`src/rtl/spi_tx_arbiter.sv`:
```
// Round-robin arbiter sharing one SPI MOSI shifter between NREQ byte sources.
// Define SPI_ARB_PRIO_EN to make requester 0 a fixed high-priority client.
module spi_tx_arbiter #(
  parameter int NREQ      = 4,
  parameter int LEN_W     = 4,
  parameter int SETUP_CYC = 2,
  parameter int GAP_CYC   = 3,
  localparam int ID_W     = $clog2(NREQ)
) (
  input  logic                    m_clk,
  input  logic                    rst,
  input  logic [NREQ-1:0]         req,
  input  logic [NREQ*LEN_W-1:0]   req_len,
  input  logic [NREQ*8-1:0]       req_data,
  output logic [NREQ-1:0]         data_take,
  output logic [7:0]              tx_data,
  output logic                    tx_valid,
  input  logic                    tx_ready,
  input  logic                    tx_done,
  output logic [NREQ-1:0]         spi_cs_n,
  output logic [ID_W-1:0]         grant_id,
  output logic                    busy,
  output logic [2:0]              state_dbg
);

  // Handshake: a byte moves when tx_valid & tx_ready are both high on a
  // rising edge; tx_valid never depends on tx_ready.

  localparam int CMAX = (SETUP_CYC > GAP_CYC) ? SETUP_CYC : GAP_CYC;
  localparam int CNT_W = $clog2(CMAX + 1);
  localparam logic [ID_W:0]   NREQ_X  = (ID_W+1)'(NREQ);
  localparam logic [ID_W-1:0] LAST_ID = ID_W'(NREQ - 1);

  typedef enum logic [2:0] {
    ST_IDLE  = 3'd0,
    ST_SETUP = 3'd1,
    ST_XFER  = 3'd2,
    ST_DRAIN = 3'd3,
    ST_GAP   = 3'd4
  } state_e;

  state_e           state_q, state_d;
  logic [ID_W-1:0]  grant_q, grant_d;
  logic [ID_W-1:0]  rr_ptr_q, rr_ptr_d;
  logic [LEN_W-1:0] byte_cnt_q, byte_cnt_d;
  logic [CNT_W-1:0] tmr_q, tmr_d;

  logic             win_found;
  logic [ID_W-1:0]  win_id;
  logic [ID_W:0]    cand;
  logic             xfer_act;
  logic             cs_act;

  // Search starts at rr_ptr and wraps modulo NREQ (NREQ need not be a power of two).
  always_comb begin
    win_found = 1'b0;
    win_id    = '0;
    cand      = '0;
    for (int i = 0; i < NREQ; i++) begin
      cand = {1'b0, rr_ptr_q} + (ID_W+1)'(i);
      if (cand >= NREQ_X) cand = cand - NREQ_X;
      if (!win_found && req[cand[ID_W-1:0]]) begin
        win_found = 1'b1;
        win_id    = cand[ID_W-1:0];
      end
    end
`ifdef SPI_ARB_PRIO_EN
    if (req[0]) begin
      win_found = 1'b1;
      win_id    = '0;
    end
`endif
  end

  always_comb begin
    state_d    = state_q;
    grant_d    = grant_q;
    rr_ptr_d   = rr_ptr_q;
    byte_cnt_d = byte_cnt_q;
    tmr_d      = tmr_q;
    case (state_q)
      ST_IDLE: begin
        if (win_found) begin
          grant_d    = win_id;
          byte_cnt_d = req_len[int'(win_id)*LEN_W +: LEN_W];
          tmr_d      = CNT_W'(SETUP_CYC - 1);
          state_d    = ST_SETUP;
        end
      end
      ST_SETUP: begin
        if (tmr_q == '0) state_d = ST_XFER;
        else             tmr_d   = tmr_q - 1'b1;
      end
      ST_XFER: begin
        if (tx_ready) begin
          if (byte_cnt_q == '0) state_d    = ST_DRAIN;
          else                  byte_cnt_d = byte_cnt_q - 1'b1;
        end
      end
      ST_DRAIN: begin
        if (tx_done) begin
          tmr_d   = CNT_W'(GAP_CYC - 1);
          state_d = ST_GAP;
        end
      end
      ST_GAP: begin
        if (tmr_q == '0) begin
          state_d = ST_IDLE;
`ifdef SPI_ARB_PRIO_EN
          if (grant_q != '0)
            rr_ptr_d = (grant_q == LAST_ID) ? '0 : grant_q + 1'b1;
`else
          rr_ptr_d = (grant_q == LAST_ID) ? '0 : grant_q + 1'b1;
`endif
        end else begin
          tmr_d = tmr_q - 1'b1;
        end
      end
      default: state_d = ST_IDLE;
    endcase
  end

  always_ff @(posedge m_clk) begin
    if (rst) begin
      state_q    <= ST_IDLE;
      grant_q    <= '0;
      rr_ptr_q   <= '0;
      byte_cnt_q <= '0;
      tmr_q      <= '0;
    end else begin
      state_q    <= state_d;
      grant_q    <= grant_d;
      rr_ptr_q   <= rr_ptr_d;
      byte_cnt_q <= byte_cnt_d;
      tmr_q      <= tmr_d;
    end
  end

  // Outputs are gated by rst so chip select releases within the reset cycle itself.
  always_comb begin
    xfer_act  = (state_q == ST_XFER) && !rst;
    cs_act    = ((state_q == ST_SETUP) || (state_q == ST_XFER) || (state_q == ST_DRAIN)) && !rst;
    tx_valid  = xfer_act;
    tx_data   = xfer_act ? req_data[int'(grant_q)*8 +: 8] : 8'h00;
    data_take = '0;
    if (xfer_act && tx_ready) data_take[grant_q] = 1'b1;
    spi_cs_n  = '1;
    if (cs_act) spi_cs_n[grant_q] = 1'b0;
    busy      = (state_q != ST_IDLE) && !rst;
    grant_id  = grant_q;
    state_dbg = state_q;
  end

endmodule

```
`config.mk`:
```
export PLATFORM = sky130hd
export DESIGN_NAME = spi_tx_arbiter
export DESIGN_NICKNAME = d
export VERILOG_FILES = /design/src/rtl/spi_tx_arbiter.sv
export SDC_FILE = /design/constraint.sdc
export NUM_CORES = 1
export LEC_CHECK = 0
export CAP_MARGIN = 20
export CORE_ASPECT_RATIO = 0.5
export CORE_MARGIN = 4
export CORE_UTILIZATION = 41
export CTS_CLUSTER_SIZE = 30
export DETAILED_ROUTE_END_ITERATION = 10
export GPL_ROUTABILITY_DRIVEN = 1
export PLACE_DENSITY = 0.89
export SYNTH_ARGS = -nofsm -noshare
export SYNTH_HDL_FRONTEND = slang
export SYNTH_SLANG_ARGS = --single-unit
```
`constraint.sdc`:
```
create_clock -name m_clk -period 6.1 [get_ports m_clk]
set_input_delay 1.83 -clock m_clk [delete_from_list [all_inputs] [get_ports m_clk]]
set_output_delay 1.83 -clock m_clk [all_outputs]
set_load 0.02 [all_outputs]
```
==> Yosys cells after proc, flatten, opt, wreduce, memory -nomap -nowiden <==
Index checks and enable logic that the tools add are counted.
{ "totals": {"regBits": 13, "latchBits": 0, "ram_bits": 0, "rom_bits": 0, "in_bits": 56, "out_inout_bits": 23, "wordCells": 108, "n_memories": 0} }
{ "op_classes": {"n_addsub": 10, "multipliers": 0, "div": 0, "n_lt_le_gt_ge": 10, "eq_ne": 13, "shift": 2, "mux": 41, "bitwise": 1, "n_reduce_logical": 26} }
{ "op_table": {"columns": ["op", "count"], "rows": [
  ["$shiftx 32x6->8", 1],
  ["$mux 2", 12],
  ["$mux 4", 5],
  ["$mux 3", 6],
  ["$ne 2x2->1 const B", 8],
  ["$shiftx 16x5->4", 1],
  ["$lt 2x3->1 const B", 5],
  ["$pmux 3 s5", 1],
  ["$sub 2x1->2 const B", 5],
  ["$ge 3x3->1 const B", 3],
  ["$mux 1", 9],
  ["$bmux 1 s2", 4],
  ["$logic_and 1x1->1", 8],
  ["$mux 8", 1],
  ["$pmux 4 s2", 1],
  ["$reduce_and 4->1", 2],
  ["$add 2x2->3 const B", 2],
  ["$eq 3x2->1 const B", 2],
  ["$pmux 2 s3", 1],
  ["$reduce_and 6->1", 1],
  ["$reduce_bool 3->1", 2],
  ["$logic_not 1->1", 4],
  ["$logic_not 4->1", 1],
  ["$not 4->4", 1],
  ["15 further kinds", 17]
]} }

==> Depth between registers and ports, before layout <==
{ "depth": {"word_depth": 17, "mapped_depth": 7, "depth_no_buf": 7} }

==> Worst setup path after synthesis <==
Ideal clock, no wire load.
{ "synth_path": {"path_kind": "in2out", "startpoint": "input rst", "endpoint": "output data_take[2]", "arrival_time_ns": 2.998, "required_time_ns": 4.270, "slack_ns": 1.272, "cell_stages": 5, "n_path_buf": 2, "path_cell_list": "clkbuf_1 -> or4_1 -> inv_2 -> buf_2 -> and3_1"} }
{ "synth_between": {"elab_chain_len": 4} }
{ "synth_rtl": {"columns": ["item", "line", "source"], "rows": [
  ["from (decl)", "11", "input logic rst,"],
  ["$logic_not 1->1", "141", "xfer_act = (state_q == ST_XFER) && !rst;"],
  ["$logic_and 1x1->1", "141", null],
  ["via tx_valid", "17", "output logic tx_valid,"],
  ["$logic_and 1x1->1", "146", "if (xfer_act && tx_ready) data_take[grant_q] = 1'b1;"],
  ["$mux 4", "146", null],
  ["to (decl)", "15", "output logic [NREQ-1:0] data_take,"]
]} }
The timed path passes the listed nets, and every way through them passes these cells.

==> Worst setup path in the final report <==
{ "layout_path": {"startpoint": "input rst", "endpoint": "output data_take[1]"} }
{ "layout_between": {"elab_chain_len": 4} }
{ "layout_rtl": {"columns": ["item", "line"], "rows": [
  ["$logic_not 1->1", "141"],
  ["$logic_and 1x1->1", "141"],
  ["$logic_and 1x1->1", "146"],
  ["$mux 4", "146"]
]} }
Every way passes these cells.

==> results_dict.tcl <==
set metrics [dict create \
    cts_max_path_buffers 2 \
    p_sw_uw 244 \
    gp_congestion 0.895 \
    instances_no_fill 282 \
    crit_path_start_kind "input port" \
    fmax_mhz 180 \
    avgSynthCellArea_um2 8.11 \
    syn_to_final_growth_pct 62.7 \
    postRouteAntennaNets 0 \
    r2r-end "byte_cnt_q[1]" \
    worst-path-buf-inv 3 \
    worstPathMaxFanout 14 \
    clock_latency_ps 250 \
    cp_top_family "buffers and inverters" \
    reg2reg_from "byte_cnt_q[0]" \
    cts_setup_buffers 0 \
    hp-class "reg2reg" \
    port_buffers 78 \
    yosysSeqAreaShare_pct 19.2 \
    synth_top_area_cell "dfxtp_1" \
    grt_pass1_vias 1527 \
    post_drt_wl_per_cell_um 15.8 \
    nNetsFinal 305 \
    fin_crit_ps 5550 \
    drt-total-wl_um 4440 \
    cp-end-kind "primary output" \
    p_seq_share_pct 26.3 \
    tightest_slew_ps 708 \
    status "finished clean" \
    htreeDepth 1 \
    synth-main-ff-cell "dfxtp_1" \
    hold_start "tmr_q[0]" \
    path_depth 5 \
    r2r_setup_slack_ps 4140 \
    cts_num_sinks 13 \
    power.leakage_uw 0.000838 \
    antenna_found_initial 0 \
    dieArea_mm2 0.00434 \
    viasPerCell 5.47 \
    p_clk_share_pct 13.7 \
    first_pass_iters 4 \
    drc 0 \
    io-pin-count 79 \
    p_per_area_mw_per_mm2 263 \
    rows 14 \
    grt_max_degree 18 \
    clock_skew_ps 3.21 \
    cp_cell_sequence "clkdlybuf4s50_1, or4_1, inv_2, and3_1, clkdlybuf4s50_1" \
    synthCells 167 \
    crit_start "rst" \
    p_int_uw 335 \
    hold_slack_ps 477 \
    clk_pin_slew_ps 60 \
    synth-edff-count 0 \
    ir_worst_vdd_mv 0.232 \
    ys_warn_count 0 \
    maxSlewHeadroom_pct 52.7 \
    path_class "in2out" \
    initial_core_util_pct 44.0 \
    slowest_delay_ps 600 \
    swShare_pct 42.1 \
    cts_tree "done" \
    place_inst 278 \
    power.share.combinational_pct 60.0 \
    setup_violations 0 \
    synth_cell_type_count 51 \
    grt_first_pass_wirelength_um 7000 \
    num_vias 1543 \
    core_mm2 0.00308 \
    synth_top_area_share_pct 19.2 \
    grt_usage_pct 20.1 \
    fin_crit_sh_pct 91.0 \
    max-cap-violations 0 \
    drv_slew 0 \
    crit_slowest_cell "clkdlybuf4s50_1" \
    synth-seq-cells 13 \
    power_uw 579 \
    cp-endpoint "data_take[1]" \
    antennaDiodeCount 0 \
    synth_area_mm2 0.00136 \
    synth-async-reset-ratio_pct 0 \
    cts-buffers-inserted 3 \
    cts_hold_buffers 0 \
    die_w_um 89.3 \
    setup_tns_ps 0 \
    synth_area_leaders "dfxtp_1 (19%), mux4_2 (13%), ha_1 (5.5%)" \
    cts_root_buf "clkbuf_8" \
    reg2reg_depth 7 \
    die_h_um 48.7 \
    crit_top_cell "clkdlybuf4s50_1" \
    drt-initial-drc-count 42 \
    rsz0062_at_grt "false" \
    cts_resized 0 \
    arrival_ps 3720 \
    syn_nets 229 \
    grt.overflow.total 0 \
    drive_above_1_share_pct 8.26 \
    cp.required_ps 4270 \
    hold_viol_final 0 \
    dp_hpwl_um 3690 \
]
==> routing by layer <==
| layer | share of wire (%) | GRT usage (%) | up-vias |
|---|---|---|---|
| li1 | - | - | 770 |
| met1 | 39 | 21.8 | 711 |
| met2 | 51 | 37.8 | 55 |
| met3 | 9.6 | 5.93 | 7 |
| met4 | 0.90 | 4.95 | 0 |
| met5 | 0 | 0 | - |
==> worst min-delay path by stage <==
stage	end	slack [ps]	cells past startpoint
after floorplan	tmr_q[1]	440	2
after global placement	tmr_q[0]	460	2
after detailed placement	tmr_q[0]	470	2
after CTS	tmr_q[0]	480	2
after global routing	tmr_q[0]	520	2
final	tmr_q[0]	480	2
==> power groups by stage <==
stage	Combinational (uW)	Sequential, uW	Clock [uW]
after floorplan	243	138	0
after global placement	333	152	0
after detailed placement	346	154	0
after CTS	348	152	80.2
after global routing	384	159	85.0
final	347	152	79.6
==> sequential cells by signal, indices dropped and copies added, names as in the netlist <==
signal,cells
tmr_q,2
grant_id,2
byte_cnt_q,4
state_dbg,3
rr_ptr_q,2
==> cells by family (layout without fill, tap and decap cells) <==
kind of cell | count (synthesis) | count (layout) | synth area share, %
buf+inv | 17 | 92 | 4.99
fa+ha+maj | 6 | 6 | 5.54
compound gates | 37 | 37 | 20.8
mux | 15 | 15 | 18.5
simple gates | 78 | 78 | 30.4
flops | 13 | 13 | 19.2
xor+xnor | 1 | 1 | 0.646
==> cells in the mapped netlist (3+ instances only) <==
master and count:
ha_1 6, inv_1 7, or3b_1 3, mux4_2 8
nand2_1 15, clkbuf_1 4, buf_2 3, mux2i_1 7
nand2b_1 3, nor2_1 19, or2_1 4, nor3_1 9
and3_1 6, a21oi_1 6, a31oi_1 4, dfxtp_1 13
and2_1 10
==> worst min-delay path, cell delays in order, from the launching register on <==
cell and delay, ps:
dfxtp_1 320, nand2_1 60, a21oi_1 50
==> metrics by stage <==
step,util (%),instance area [um2],setup WS [ps]
2_1_floorplan,-,1360,1270
3_3_place_gp,70.0,2160,628
3_5_place_dp,70.0,2160,549
4_1_cts,71.5,2200,548
5_1_grt,71.5,2200,453
6_report,71.5,2200,551
==> cell type report <==
cell class / instances / area, um2
Clock buffer: 4 / 45.0
Fill cell: 246 / 878
Inverter: 9 / 33.8
Timing Repair Buffer: 79 / 788
Sequential cell: 13 / 260
Multi-Input combinational cell: 137 / 1030
Tap cell: 40 / 50.0
==> placed cells by master, fill, tap and decap left out, types with 4 or more instances in the layout <==
master | netlist | routed
or2_1 | 4 | 4
inv_1 | 7 | 7
mux4_2 | 8 | 8
dfxtp_1 | 13 | 13
and3_1 | 6 | 6
a21oi_1 | 6 | 6
clkdlybuf4s50_1 | 0 | 78
nor2_1 | 19 | 19
nand2_1 | 15 | 15
and2_1 | 10 | 10
ha_1 | 6 | 6
a31oi_1 | 4 | 4
mux2i_1 | 7 | 7
nor3_1 | 9 | 9
Power figures use the tool's default switching activity.
